<file path="src/rtl/bf_input_queue_pkg.sv">
// Shared constants and types for the brainfuck input queue.
// BF_DATA_WIDTH is the byte width shared with core/ram/uart; INQ_DEPTH is the default FIFO depth.
package bf_input_queue_pkg;

    localparam int BF_DATA_WIDTH = 8;
    localparam int INQ_DEPTH     = 16;

    typedef enum logic {
        ST_IDLE,
        ST_ACK
    } inq_state_t;

endpackage

</file>
<file path="src/rtl/bf_input_queue_sync_fifo.sv">
// Synchronous FIFO: memory, wrapping pointers, occupancy count, full/empty.
// Ports: clk, rst (sync, active-high), push/wdata, pop/rdata (show-ahead), count, full, empty.
// The caller must not push when full without a simultaneous pop, nor pop when empty.
module sync_fifo #(
    parameter int DATA_WIDTH = 8,
    parameter int DEPTH      = 16,
    localparam int PTR_W     = $clog2(DEPTH)
) (
    input  logic                  clk,
    input  logic                  rst,
    input  logic                  push,
    input  logic [DATA_WIDTH-1:0] wdata,
    input  logic                  pop,
    output logic [DATA_WIDTH-1:0] rdata,
    output logic [PTR_W:0]        count,
    output logic                  full,
    output logic                  empty
);

    logic [DATA_WIDTH-1:0] mem [DEPTH];
    logic [PTR_W-1:0]      wr_ptr;
    logic [PTR_W-1:0]      rd_ptr;

    // Storage is deliberately left out of reset.
    always_ff @(posedge clk) begin
        if (push) begin
            mem[wr_ptr] <= wdata;
        end
    end

    // DEPTH is a power of two, so pointers wrap by natural overflow.
    always_ff @(posedge clk) begin
        if (rst) begin
            wr_ptr <= '0;
            rd_ptr <= '0;
            count  <= '0;
        end else begin
            if (push) begin
                wr_ptr <= wr_ptr + PTR_W'(1);
            end
            if (pop) begin
                rd_ptr <= rd_ptr + PTR_W'(1);
            end
            if (push && !pop) begin
                count <= count + (PTR_W+1)'(1);
            end else if (pop && !push) begin
                count <= count - (PTR_W+1)'(1);
            end
        end
    end

    assign rdata = mem[rd_ptr];
    assign full  = (count == (PTR_W+1)'(DEPTH));
    assign empty = (count == '0);

endmodule

</file>
<file path="src/rtl/bf_input_queue.sv">
// Input queue for the core's ',' instruction: buffers uart_rx bytes, serves them over req/ack.
// Ports: clk, rst (sync, active-high), rx_valid/rx_data, in_req/in_ack/in_data, count, overflow.
// Optional macro BF_INPUT_ECHO_EN adds echo_en/echo_data, a one-cycle echo of every accepted byte.
module bf_input_queue
    import bf_input_queue_pkg::*;
#(
    parameter int DATA_WIDTH = BF_DATA_WIDTH,
    parameter int DEPTH      = INQ_DEPTH,
    localparam int PTR_W     = $clog2(DEPTH)
) (
    input  logic                  clk,
    input  logic                  rst,
    input  logic                  rx_valid,
    input  logic [DATA_WIDTH-1:0] rx_data,
    input  logic                  in_req,
    output logic                  in_ack,
    output logic [DATA_WIDTH-1:0] in_data,
    output logic [PTR_W:0]        count,
`ifdef BF_INPUT_ECHO_EN
    output logic                  echo_en,
    output logic [DATA_WIDTH-1:0] echo_data,
`endif
    output logic                  overflow
);

    inq_state_t            state;
    logic                  push;
    logic                  pop;
    logic                  drop;
    logic                  full;
    logic                  empty;
    logic [DATA_WIDTH-1:0] head;

    // A request is only taken in IDLE, so the ack cycle never pops again.
    assign pop  = !rst && (state == ST_IDLE) && in_req && !empty;
    // At full a same-cycle pop frees the slot for the incoming byte.
    assign push = !rst && rx_valid && (!full || pop);
    assign drop = !rst && rx_valid && full && !pop;

    sync_fifo #(
        .DATA_WIDTH (DATA_WIDTH),
        .DEPTH      (DEPTH)
    ) u_fifo (
        .clk   (clk),
        .rst   (rst),
        .push  (push),
        .wdata (rx_data),
        .pop   (pop),
        .rdata (head),
        .count (count),
        .full  (full),
        .empty (empty)
    );

    always_ff @(posedge clk) begin
        if (rst) begin
            state    <= ST_IDLE;
            in_ack   <= 1'b0;
            in_data  <= '0;
            overflow <= 1'b0;
        end else begin
            if (drop) begin
                overflow <= 1'b1;
            end
            unique case (state)
                ST_IDLE: begin
                    if (pop) begin
                        in_ack  <= 1'b1;
                        in_data <= head;
                        state   <= ST_ACK;
                    end
                end
                ST_ACK: begin
                    in_ack <= 1'b0;
                    state  <= ST_IDLE;
                end
                default: begin
                    in_ack <= 1'b0;
                    state  <= ST_IDLE;
                end
            endcase
        end
    end

`ifdef BF_INPUT_ECHO_EN
    always_ff @(posedge clk) begin
        if (rst) begin
            echo_en   <= 1'b0;
            echo_data <= '0;
        end else begin
            echo_en <= push;
            if (push) begin
                echo_data <= rx_data;
            end
        end
    end
`endif

endmodule

</file>
<file path="config.mk">
export PLATFORM = sky130hd
export DESIGN_NAME = bf_input_queue
export DESIGN_NICKNAME = d
export VERILOG_FILES = /design/src/rtl/bf_input_queue_pkg.sv /design/src/rtl/bf_input_queue_sync_fifo.sv /design/src/rtl/bf_input_queue.sv
export SDC_FILE = /design/constraint.sdc
export NUM_CORES = 1
export LEC_CHECK = 0
export BUFFER_PORTS_ARGS = -buffer_cell sky130_fd_sc_hd__clkbuf_2
export CAP_MARGIN = 20
export CORE_MARGIN = 2
export CORE_UTILIZATION = 65
export DETAILED_ROUTE_END_ITERATION = 12
export HOLD_SLACK_MARGIN = 0.05
export PLACE_DENSITY_LB_ADDON = 0.08
export SLEW_MARGIN = 25
export SYNTH_ARGS = -nofsm -noshare
export SYNTH_HDL_FRONTEND = slang
export SYNTH_SLANG_ARGS = --single-unit
export TNS_END_PERCENT = 10
</file>
<file path="constraint.sdc">
create_clock -name clk -period 4.25 [get_ports clk]
set_clock_uncertainty 0.15 [all_clocks]
set_input_delay 0.425 -clock clk [delete_from_list [all_inputs] [get_ports clk]]
set_output_delay 0.425 -clock clk [all_outputs]
set_load 0.05 [all_outputs]
</file>
==> summary.md, run 1 <==
| Metric | Value |
|---|---|
| Clk Latency, worst-skew pair | 0.53 ns |
| Largest family of logic cells by synthesized area | multiplexers |
| Reg power frac | 44.4% |
| Pwr Total | 4012 uW |
| Top cells by count, synth | edfxtp_1, nor2_1, mux2i_1, dfxtp_1 |
| RR Endpoint | u_fifo.count[4] |
| DRC | 0 |
| Post-synth EDFFs | around 130 |
| Residual overflow from global routing | 0 |
| First drt pass iteration count | 5 |
| Htree depth | 4 |
| Initial antenna violation count | 0 |
| Setup TNS | 0 ns |
| Net count reported at finish | 427 |
| Slew Limit Headroom | 38.80% |
| Core area | between 9000 and 10,000 um2 |
| Reg2Reg Setup Slack | 1.06 ns |
| Min-delay src | in_req |
| Post-CTS sizing | 0 |
| Die area | 10,120 um2 |
| Input/output buffers | 26 |
| P_leak | 0.002264 uW |
| Share of the synthesized area in the top cell type | between 60 and 70% |
| Syn_nets | between 300 and 400 |
| Synth warn | 0 |
| Ys flop type | edfxtp_1 |
| Critical Path RT | 4.51 ns |
| Mux contribution to synthesized area | 11.90% |
| Clock Pin Slew Worst Setup and Hold Paths | 0.07 ns |
| All-Layer GR Usage | 24.85% |
| Std-Cell Rows | 35 |
| Most common cell in the synthesized netlist | edfxtp_1 |
| Worst Hold Path EP | overflow |
| Worst slack at placement | 0.9600 ns |
| Worst setup margin | 1.058 ns |
| Comb pwr share | a little under a fifth |
| Fin crit share | about three quarters |
| Fraction of registers with async set/reset | 0% |
| Leading area contributor after synthesis | edfxtp_1 |
| Final setup viols | 0 |
| Post-CTS Setup Inserts | 0 |
| Post-Layout Cell Count | around 530 |
| Crit path launch type | flop |
| Ranking of synthesized cells by area | edfxtp_1, dfxtp_1, mux4_2 |
| FMAX | 313.3 MHz |
| Worst Path Arrival | 3.46 ns |
| Slew @ Worst Pin | 0.9167 ns |
| Vias in the first global route | roughly 3,100 |
| XOR/XNOR Fraction of Synth Area | under 10% |
| Internal power | roughly 2800 uW |
| Ant diodes | 0 |
| Vias per inst | 6.208 |
| CTS buffer count | 17 |
| Layout cell share with drive strength beyond 1 | about a fifth |
| First-pass GRT wire length | about 18,000 um |
| Post-synthesis simple-gate area fraction | 5.732% |
| Longest Clk Path Bufs | 2 |
| DR iter-0 viols | 260 |
| # IOs | 27 |
| Worst Hold Class | input pin to flop |
| CTS tree | yes |
| Inst Count DP | slightly below 500 |
| Syn Inst Count | 370 |
| GP Congestion | 0.8879 |
| Seq cells post-synth | 152 |
| Post-DP HPWL | 7371 um |
| Routed len/inst | 21.81 um |
| CTS root buf | clkbuf_8 |
| Syn-to-layout area delta | 13.61% |
| Final hold slack | 0.1780 ns |
| Max Cap Viol | 0 |
| DR vias | 3,278 |
| Starting density of the core | 66.30% |
| Maximum VDD drop | 0.4575 mV |
| Final Hold Viols | 0 |
| Post-Syn Area | 6068 um2 |
| Worst r2r path cells | 11 |
| Hold path cells | 4 |
| Clock net sink count | 152 |
| FILL cells | about 550 |
| Chip Width | 100.6 um |
| Status | finished, final reports clean |
| Pwr/cell area | 581.9 nW/um2 |
| Synth Area in Compound Gates | under 10% |
| Routed Antenna Nets | 0 |
| Crit-path max FO | 14 |
| Switching share of total power | 29.61% |
| Power share of the clock group | 36.7% |
| Net Switching | 1188 uW |
| Sequential fraction of the synthesis area | 71.26% |
| Die Y | 100.6 um |
| Largest net degree at the start of global routing | 38 |
| CP endpoint kind | flop |
| Minimum clock period | between 3 and 4 ns |
| Slew Limit Fails | 0 |
| Synth Area in Adders | 2.392% |
| Hold buffers post-CTS | 1 |
| Worst R2R Start | u_fifo.count[0] |
| Avg Cell Area, Syn | between 15 and 20 um2 |
| Total wire length | 11,520 um |
| Synth cell types | 36 |
| CP Class | flop to flop |
| RSZ-0062 raised after global routing | false |
[final cells by class]
cell class | count | area (um2) | share of cell area [%]
clock buffers | 18 | 417.9 | 6.062
clock inverters | 14 | 162.7 | 2.359
inverters | 10 | 37.54 | 0.5445
multi-input cells | 188 | 1612 | 23.38
flip-flops and latches | 152 | 4325 | 62.74
well taps | 111 | 138.9 | 2.015
repair buffers | 35 | 200.2 | 2.904
[stage by stage]
stage | util [%] | area (um2)
2_1_floorplan | - | 6068
4_1_cts | 75.32 | 6894
5_1_grt | 75.32 | 6894
6_report | 75.32 | 6894
3_5_place_dp | 68.87 | 6304
3_3_place_gp | 68.87 | 6304
[power groups by stage]
| stage | combinational, uW | clock (uW) | sequential [uW] |
|---|---|---|---|
| 3_5_place_dp | 761 | 0 | 1810 |
| 2_1_floorplan | 433 | 0 | 1960 |
| 6_report | 757 | 1470 | 1780 |
| 5_1_grt | 823 | 1550 | 1790 |
| 3_3_place_gp | 745 | 0 | 1810 |
| 4_1_cts | 765 | 1490 | 1780 |
[placed cells by master (no fill, tap or decap), types with 2 or more instances in the layout]
cell type / instances
edfxtp_1: 128
nor2_1: 40
mux2i_1: 35
clkbuf_2: 26
dfxtp_1: 23
mux4_2: 16
o22ai_1: 16
clkbuf_16: 16
nor3_1: 12
nand2_1: 11
ha_1: 10
inv_1: 9
a22oi_1: 8
a211oi_1: 8
buf_4: 8
xor2_1: 7
inv_6: 5
a21oi_1: 4
inv_8: 3
nand2b_1: 2
nor2b_1: 2
nand3_1: 2
xnor2_1: 2
nand4_1: 2
bufinv_16: 2
[metal layers]
layer  GRT usage, %  part of all wire [%]  up-vias
met1          34.06                    42     1623
met2          39.38                    50      146
li1               -                     -     1497
met5              0                     0        -
met4          8.535                   1.1        0
met3          6.449                   7.4       12
[worst max-delay path, stage by stage, from the launching register on]
cell and delay (ns):
dfxtp_1 0.37, nor4_4 0.47, a2111oi_4 0.12, buf_4 0.21, inv_2 0.16, ha_1 0.24, inv_1 0.12, ha_1 0.30
a21o_1 0.19, a21oi_1 0.17, mux2i_1 0.23, mux2_2 0.34
[worst max path at each step]
stage	slack [ns]	cells after the start	to	start
6_report	1.06	11	u_fifo.count[4]	u_fifo.count[0]
5_1_grt	0.83	11	u_fifo.count[4]	u_fifo.count[0]
4_1_cts	1.03	11	u_fifo.count[4]	u_fifo.count[0]
3_5_place_dp	0.96	11	u_fifo.count[4]	rst
3_3_place_gp	1.02	11	u_fifo.count[4]	rst
2_1_floorplan	0.98	10	u_fifo.count[4]	u_fifo.count[0]
[cells by family (layout without fill, tap and decap cells)]
logic type	count (synthesis)	in the layout
AO/OA/AOI/OAI	41	41
flip-flops	152	152
buffers and inverters	30	77
multiplexers	52	52
adder cells (fa/ha/maj)	11	11
AND/OR/NAND/NOR	75	75
XOR/XNOR	9	9
[sequential cells by signal (all words and copies together) (netlist names)]
| signal | flops |
|---|---|
| u_fifo.count | 5 |
| in_data | 8 |
| u_fifo.rd_ptr | 4 |
| in_ack | 1 |
| u_fifo.wr_ptr | 4 |
| u_fifo.mem | 128 |
| overflow | 1 |
| state | 1 |
Power figures use the tool's default switching activity.
==> run 2, diff against run 1 <==
--- a/config.mk
+++ b/config.mk
@@ -8,7 +8,7 @@
 export BUFFER_PORTS_ARGS = -buffer_cell sky130_fd_sc_hd__clkbuf_2
 export CAP_MARGIN = 20
 export CORE_MARGIN = 2
-export CORE_UTILIZATION = 65
+export CORE_UTILIZATION = 55
 export DETAILED_ROUTE_END_ITERATION = 12
 export HOLD_SLACK_MARGIN = 0.05
 export PLACE_DENSITY_LB_ADDON = 0.08
==> constraint.sdc (replaced) <==
create_clock -name clk -period 2.8 [get_ports clk]
set_clock_uncertainty 0.15 [all_clocks]
set_input_delay 0.28 -clock clk [delete_from_list [all_inputs] [get_ports clk]]
set_output_delay 0.28 -clock clk [all_outputs]
set_load 0.05 [all_outputs]
==> summary.md, run 2 (same netlist as run 1, synthesis figures left out) <==
| Metric | Value |
|---|---|
| GP Congestion | 0.7748 |
| Crit path launch type | flop |
| All-Layer GR Usage | 21.40% |
| Net Switching | 1765 uW |
| Std-Cell Rows | 38 |
| DRC | 0 |
| Vias in the first global route | roughly 3,100 |
| Longest Clk Path Bufs | 2 |
| Slew @ Worst Pin | 0.7936 ns |
| Slew Limit Fails | 0 |
| Ant diodes | 0 |
| Worst Path Arrival | approximately 2.9 ns |
| Biggest regs | u_fifo.mem: 128 flops, in_data: 8 flops, u_fifo.count: 5 flops |
| CP Class | flop to flop |
| Routed len/inst | 20.39 um |
| Max Cap Viol | 0 |
| Critical Path RT | 3.06 ns |
| Layout cell share with drive strength beyond 1 | 24.83% |
| Status | finished, final reports clean |
| Min-delay src | rx_data[5] |
| Crit-path max FO | 5 |
| Final hold slack | 0.08304 ns |
| Initial antenna violation count | 0 |
| Die Y | 109.0 um |
| FILL cells | 764 |
| Leading cell type in the layout, fill and taps excluded | edfxtp_1 |
| Final setup viols | 0 |
| Htree depth | 4 |
| CTS tree | yes |
| Hold path cells | 1 |
| Setup TNS | 0 ns |
| FMAX | 374.0 MHz |
| Total wire length | 11,640 um |
| Comb pwr share | about a fifth |
| Minimum clock period | 2.674 ns |
| Routed Antenna Nets | 0 |
| Slowest CP cell | dfxtp_4 |
| First drt pass iteration count | 5 |
| Crit-path cells | nor4_4 > buf_4 > a2111oi_4 > inv_2 > ha_4 > inv_2 > ha_1 > a21o_1 > a21oi_2 > mux2i_1 > mux2_2 |
| Net count reported at finish | 441 |
| Crit. Startpoint | u_fifo.count[2] |
| Largest net degree at the start of global routing | 25 |
| Crit path top cell by count | inv_2 |
| Slew Limit Headroom | around 47% |
| # IOs | 27 |
| P_leak | between 0.002 and 0.0025 uW |
| DR iter-0 viols | 241 |
| DR vias | 3,220 |
| Reg power frac | a little over two fifths |
| Fin crit share | 95.48% |
| Clk Latency, worst-skew pair | ~0.53 ns |
| Final core occ | 65.75% |
| Final Hold Viols | 0 |
| Worst r2r path cells | 11 |
| Multi-input logic area | 1628 um2 |
| Worst R2R Start | u_fifo.count[2] |
| Vias per inst | 5.639 |
| Worst Hold Class | input pin to flop |
| Most frequent cells in the layout | edfxtp_1, nor2_1, mux2i_1 |
| Worst stage delay on the critical path | 0.38 ns |
| Chip Width | 109.0 um |
| Worst path bufs/invs | 3 |
| RR Endpoint | u_fifo.count[4] |
| Clock net sink count | 152 |
| Switching share of total power | 28.37% |
| Largest Register | u_fifo.mem |
| Core area | ~11,000 um2 |
| CP endpoint kind | flop |
| Max FFs per register | around 130 |
| Inst Count DP | 534 |
| Pwr Total | 6221 uW |
| Critical path's top delay family | compound AO/OA/AOI/OAI gates |
| CTS root buf | clkbuf_8 |
| Post-DP HPWL | 7439 um |
| Reg2Reg Setup Slack | 0.13 ns |
| Maximum VDD drop | 0.6628 mV |
| CTS buffer count | 17 |
| Starting density of the core | 56.23% |
| RSZ-0062 raised after global routing | false |
| Pwr/cell area | 876.6 nW/um2 |
| Die area | ~12,000 um2 |
| Input/output buffers | 26 |
| Worst Hold Path EP | u_fifo.mem[5][5] |
| Seq. cell area | 4344 um2 |
| Power share of the clock group | 36.2% |
| First-pass GRT wire length | 17,800 um |
| Internal power | between 4000 and 5000 uW |
| Residual overflow from global routing | 0 |
| Post-Layout Cell Count | 571 |
| Clock Pin Slew Worst Setup and Hold Paths | 0.06 ns |
| Syn-to-layout area delta | 16.95% |
run 2: cell types whose count changed in the layout (fill, tap and decap cells not counted), sizes merged:
cell	previous run	this run
buf	8	20
inv	18	10
clkinvlp	1	5
clkbuf	44	47
dlygate4sd3	1	3
bufinv	2	3
run 2: worst max path at each step:
stage / to / slack, ns / cells past startpoint
after floorplan: u_fifo.count[4] / 0.01 / 10
after global placement: u_fifo.count[4] / 0.15 / 10
after detailed placement: u_fifo.count[4] / 0.09 / 10
after CTS: u_fifo.count[4] / 0.08 / 10
after global routing: u_fifo.count[4] / 0.007 / 11
final: u_fifo.count[4] / 0.13 / 11
run 2: routing by layer:
layer | up-vias | GRT usage [%] | wire (um)
li1 | 1522 | - | -
met1 | 1604 | 31.12 | 5374
met4 | 0 | 7.143 | 52
met3 | 4 | 5.260 | 681
met5 | - | 0 | 0
met2 | 90 | 31.90 | 5532
run 2: area by class of cell:
class	instances	share of cell area (%)
repair buffers	49	4.549
clock buffers	21	6.188
clock inverters	11	2.116
flip-flops and latches	152	61.21
multi-input cells	188	22.94
well taps	140	2.468
inverters	10	0.5289
run 2: timing repair:
action                     CTS  global route
gates resized for setup      0             0
hold endpoints to repair     2             0
setup buffers                0             2
hold buffers                 3             0
setup endpoints to repair    0             1
run 2: worst register-to-register path: stages, from the launching register on:
cell and delay (ns):
dfxtp_4 0.38, nor4_4 0.05, buf_4 0.16, a2111oi_4 0.33, inv_2 0.09, ha_4 0.18
inv_2 0.09, ha_1 0.25, a21o_1 0.19, a21oi_2 0.14, mux2i_1 0.20, mux2_2 0.34
run 2: power by group through the flow:
stage               Clock [uW]  Sequential, uW  Combinational, uW
floorplan                    0            2990                674
global placement             0            2730               1210
detailed placement           0            2740               1230
CTS                       2280            2690               1240
global route              2370            2710               1390
finish                    2250            2690               1280
run 2: metrics by stage:
step | cell area (um2) | setup slack (ns)
final | 7097 | 0.1264
after global routing | 7097 | 0.006588
after CTS | 7082 | 0.08035
after detailed placement | 6462 | 0.08673
after global placement | 6462 | 0.1523
after floorplan | 6103 | 0.01471
==> run 3, diff against run 2 <==
--- a/config.mk
+++ b/config.mk
@@ -8,7 +8,7 @@
 export BUFFER_PORTS_ARGS = -buffer_cell sky130_fd_sc_hd__clkbuf_2
 export CAP_MARGIN = 20
 export CORE_MARGIN = 2
-export CORE_UTILIZATION = 55
+export CORE_UTILIZATION = 65
 export DETAILED_ROUTE_END_ITERATION = 12
 export HOLD_SLACK_MARGIN = 0.05
 export PLACE_DENSITY_LB_ADDON = 0.08
==> constraint.sdc (replaced) <==
create_clock -name clk -period 3.3 [get_ports clk]
set_clock_uncertainty 0.15 [all_clocks]
set_input_delay 0.33 -clock clk [delete_from_list [all_inputs] [get_ports clk]]
set_output_delay 0.33 -clock clk [all_outputs]
set_load 0.05 [all_outputs]
==> summary.md, run 3 (same netlist as run 1, synthesis figures left out) <==
| Metric | Value |
|---|---|
| Gr busiest metal | met2 |
| Crit path launch type | flop |
| Worst Path Arrival | 3.29 ns |
| Chip Width | 100.6 um |
| Clock net sink count | 152 |
| Clk Latency, worst-skew pair | 0.52 ns |
| Min-delay src | in_req |
| First-pass GRT wire length | 18,090 um |
| Total wire length | 12,070 um |
| Initial antenna violation count | 0 |
| CTS tree | yes |
| Crit. Startpoint | u_fifo.count[0] |
| CTS root buf | clkbuf_8 |
| M2 GR Usage | 40.92% |
| Largest Register | u_fifo.mem |
| Syn-to-layout area delta | 14.97% |
| Biggest regs | u_fifo.mem: 128 flops, in_data: 8 flops, u_fifo.count: 5 flops |
| Status | finished, final reports clean |
| Residual overflow from global routing | 0 |
| Minimum clock period | 3.041 ns |
| CP endpoint kind | flop |
| Vias in the first global route | 3,403 |
| Final hold slack | 0.09351 ns |
| Input/output buffers | 26 |
| Global routing usage on met1 | around 33% |
| FMAX | 328.9 MHz |
| Ant diodes | 0 |
| Switching share of total power | 29.96% |
| Longest Clk Path Bufs | 2 |
| Maximum VDD drop | 0.5208 mV |
| # IOs | 27 |
| Worst r2r path cells | 10 |
| RSZ-0062 raised after global routing | false |
| Final setup viols | 0 |
| Slew @ Worst Pin | 0.8034 ns |
| Crit-path max FO | 10 |
| Worst R2R Start | u_fifo.count[0] |
| Most frequent cells in the layout | edfxtp_1, nor2_1, mux2i_1 |
| Post-Layout Cell Count | 540 |
| Htree depth | 4 |
| Die Y | 100.6 um |
| Fin crit share | 92.14% |
| Inst Count DP | 508 |
| Std-Cell Rows | 35 |
| Final Hold Viols | 0 |
| Setup TNS | 0 ns |
| Reg power frac | approximately 45% |
| Net count reported at finish | 440 |
| Hold path cells | 4 |
| Leading cell type in the layout, fill and taps excluded | edfxtp_1 |
| DR iter-0 viols | 238 |
| Layout cell share with drive strength beyond 1 | 23.31% |
| Met3 Resource Use GR | 8.807% |
| Pwr Total | 5067 uW |
| Post-DP HPWL | 7428 um |
| RR Endpoint | u_fifo.count[4] |
| GP Congestion | 0.8648 |
| CP Class | flop to flop |
| P_leak | 0.002312 uW |
| Slew Limit Fails | 0 |
| DRC | 0 |
| All-Layer GR Usage | 25.44% |
| Starting density of the core | between 60% and 70% |
| Vias per inst | 6.306 |
| Slew Limit Headroom | 46.44% |
| Die area | 10,120 um2 |
| Clock Pin Slew Worst Setup and Hold Paths | ~0.060 ns |
| Pwr/cell area | around 730 nW/um2 |
| First drt pass iteration count | 5 |
| Routed Antenna Nets | 0 |
| DR vias | between 3,000 and 4,000 |
| Power share of the clock group | 35.4% |
| Worst Hold Class | input pin to flop |
| Worst Hold Path EP | overflow |
| Largest net degree at the start of global routing | 29 |
| Max Cap Viol | 0 |
| Critical Path RT | 3.55 ns |
| Reg2Reg Setup Slack | 0.26 ns |
| Net Switching | 1518 uW |
| Post-CTS sizing | 0 |
| Routed len/inst | roughly 22 um |
| CTS buffer count | 17 |
| Internal power | ~3500 uW |
| Core area | 9153 um2 |
| Max FFs per register | 128 |
| Comb pwr share | 19.9% |
[run 3: cell count changes in the layout (fill, tap and decap cells not counted), sizes merged, moves of 2 or more]
cell | before | now
dlygate4sd3 | 3 | 1
clkbuf | 47 | 43
bufinv | 3 | 1
inv | 10 | 17
[run 3: area by class of cell]
class,instances,area [um2]
fillers,539,2176
clock inverters,14,138.9
flip-flops and latches,152,4325
multi-input cells,188,1612
clock buffers,17,414.1
inverters,10,37.54
well taps,111,138.9
repair buffers,48,310.3
[run 3: through the flow]
step	worst slack, ns	utilization (%)	area, um2
floorplan	0.03084	-	6068
global placement	0.3690	70.08	6414
detailed placement	0.2471	70.08	6414
CTS	0.2314	76.23	6977
global route	0.01190	76.23	6977
finish	0.2593	76.23	6977
[run 3: worst max-delay path by stage]
stage	end	slack [ns]	depth (start not counted)
floorplan	u_fifo.count[4]	0.03	10
global placement	u_fifo.count[4]	0.37	10
detailed placement	u_fifo.count[4]	0.25	10
CTS	u_fifo.count[4]	0.23	10
global route	u_fifo.count[4]	0.01	10
finish	u_fifo.count[4]	0.26	10
[run 3: layer usage]
metal / vias up / routed length (um)
met1: 1738 / 4904
met4: 0 / 239
met2: 130 / 6006
li1: 1518 / -
met3: 19 / 915
met5: - / 0
[run 3: power by group through the flow]
| stage | sequential [uW] | clock (uW) | combinational, uW |
|---|---|---|---|
| after floorplan | 2520 | 0 | 558 |
| after global placement | 2300 | 0 | 986 |
| after detailed placement | 2310 | 0 | 1010 |
| after CTS | 2270 | 1820 | 1010 |
| after global routing | 2280 | 1890 | 1090 |
| final | 2270 | 1790 | 1010 |
[run 3: repair_timing]
item	CTS	global route
buffers inserted	0	0
endpoints found under the hold margin	1	0
hold buffers	1	0
[run 3: worst max-delay path, stage by stage, from the launching register on]
cell       delay, ns
dfxtp_1         0.37
nor4_4          0.48
a2111oi_4       0.14
inv_2           0.19
ha_1            0.24
inv_1           0.12
ha_1            0.32
a21o_1          0.18
a21oi_1         0.18
mux2i_1         0.22
mux2_2          0.34
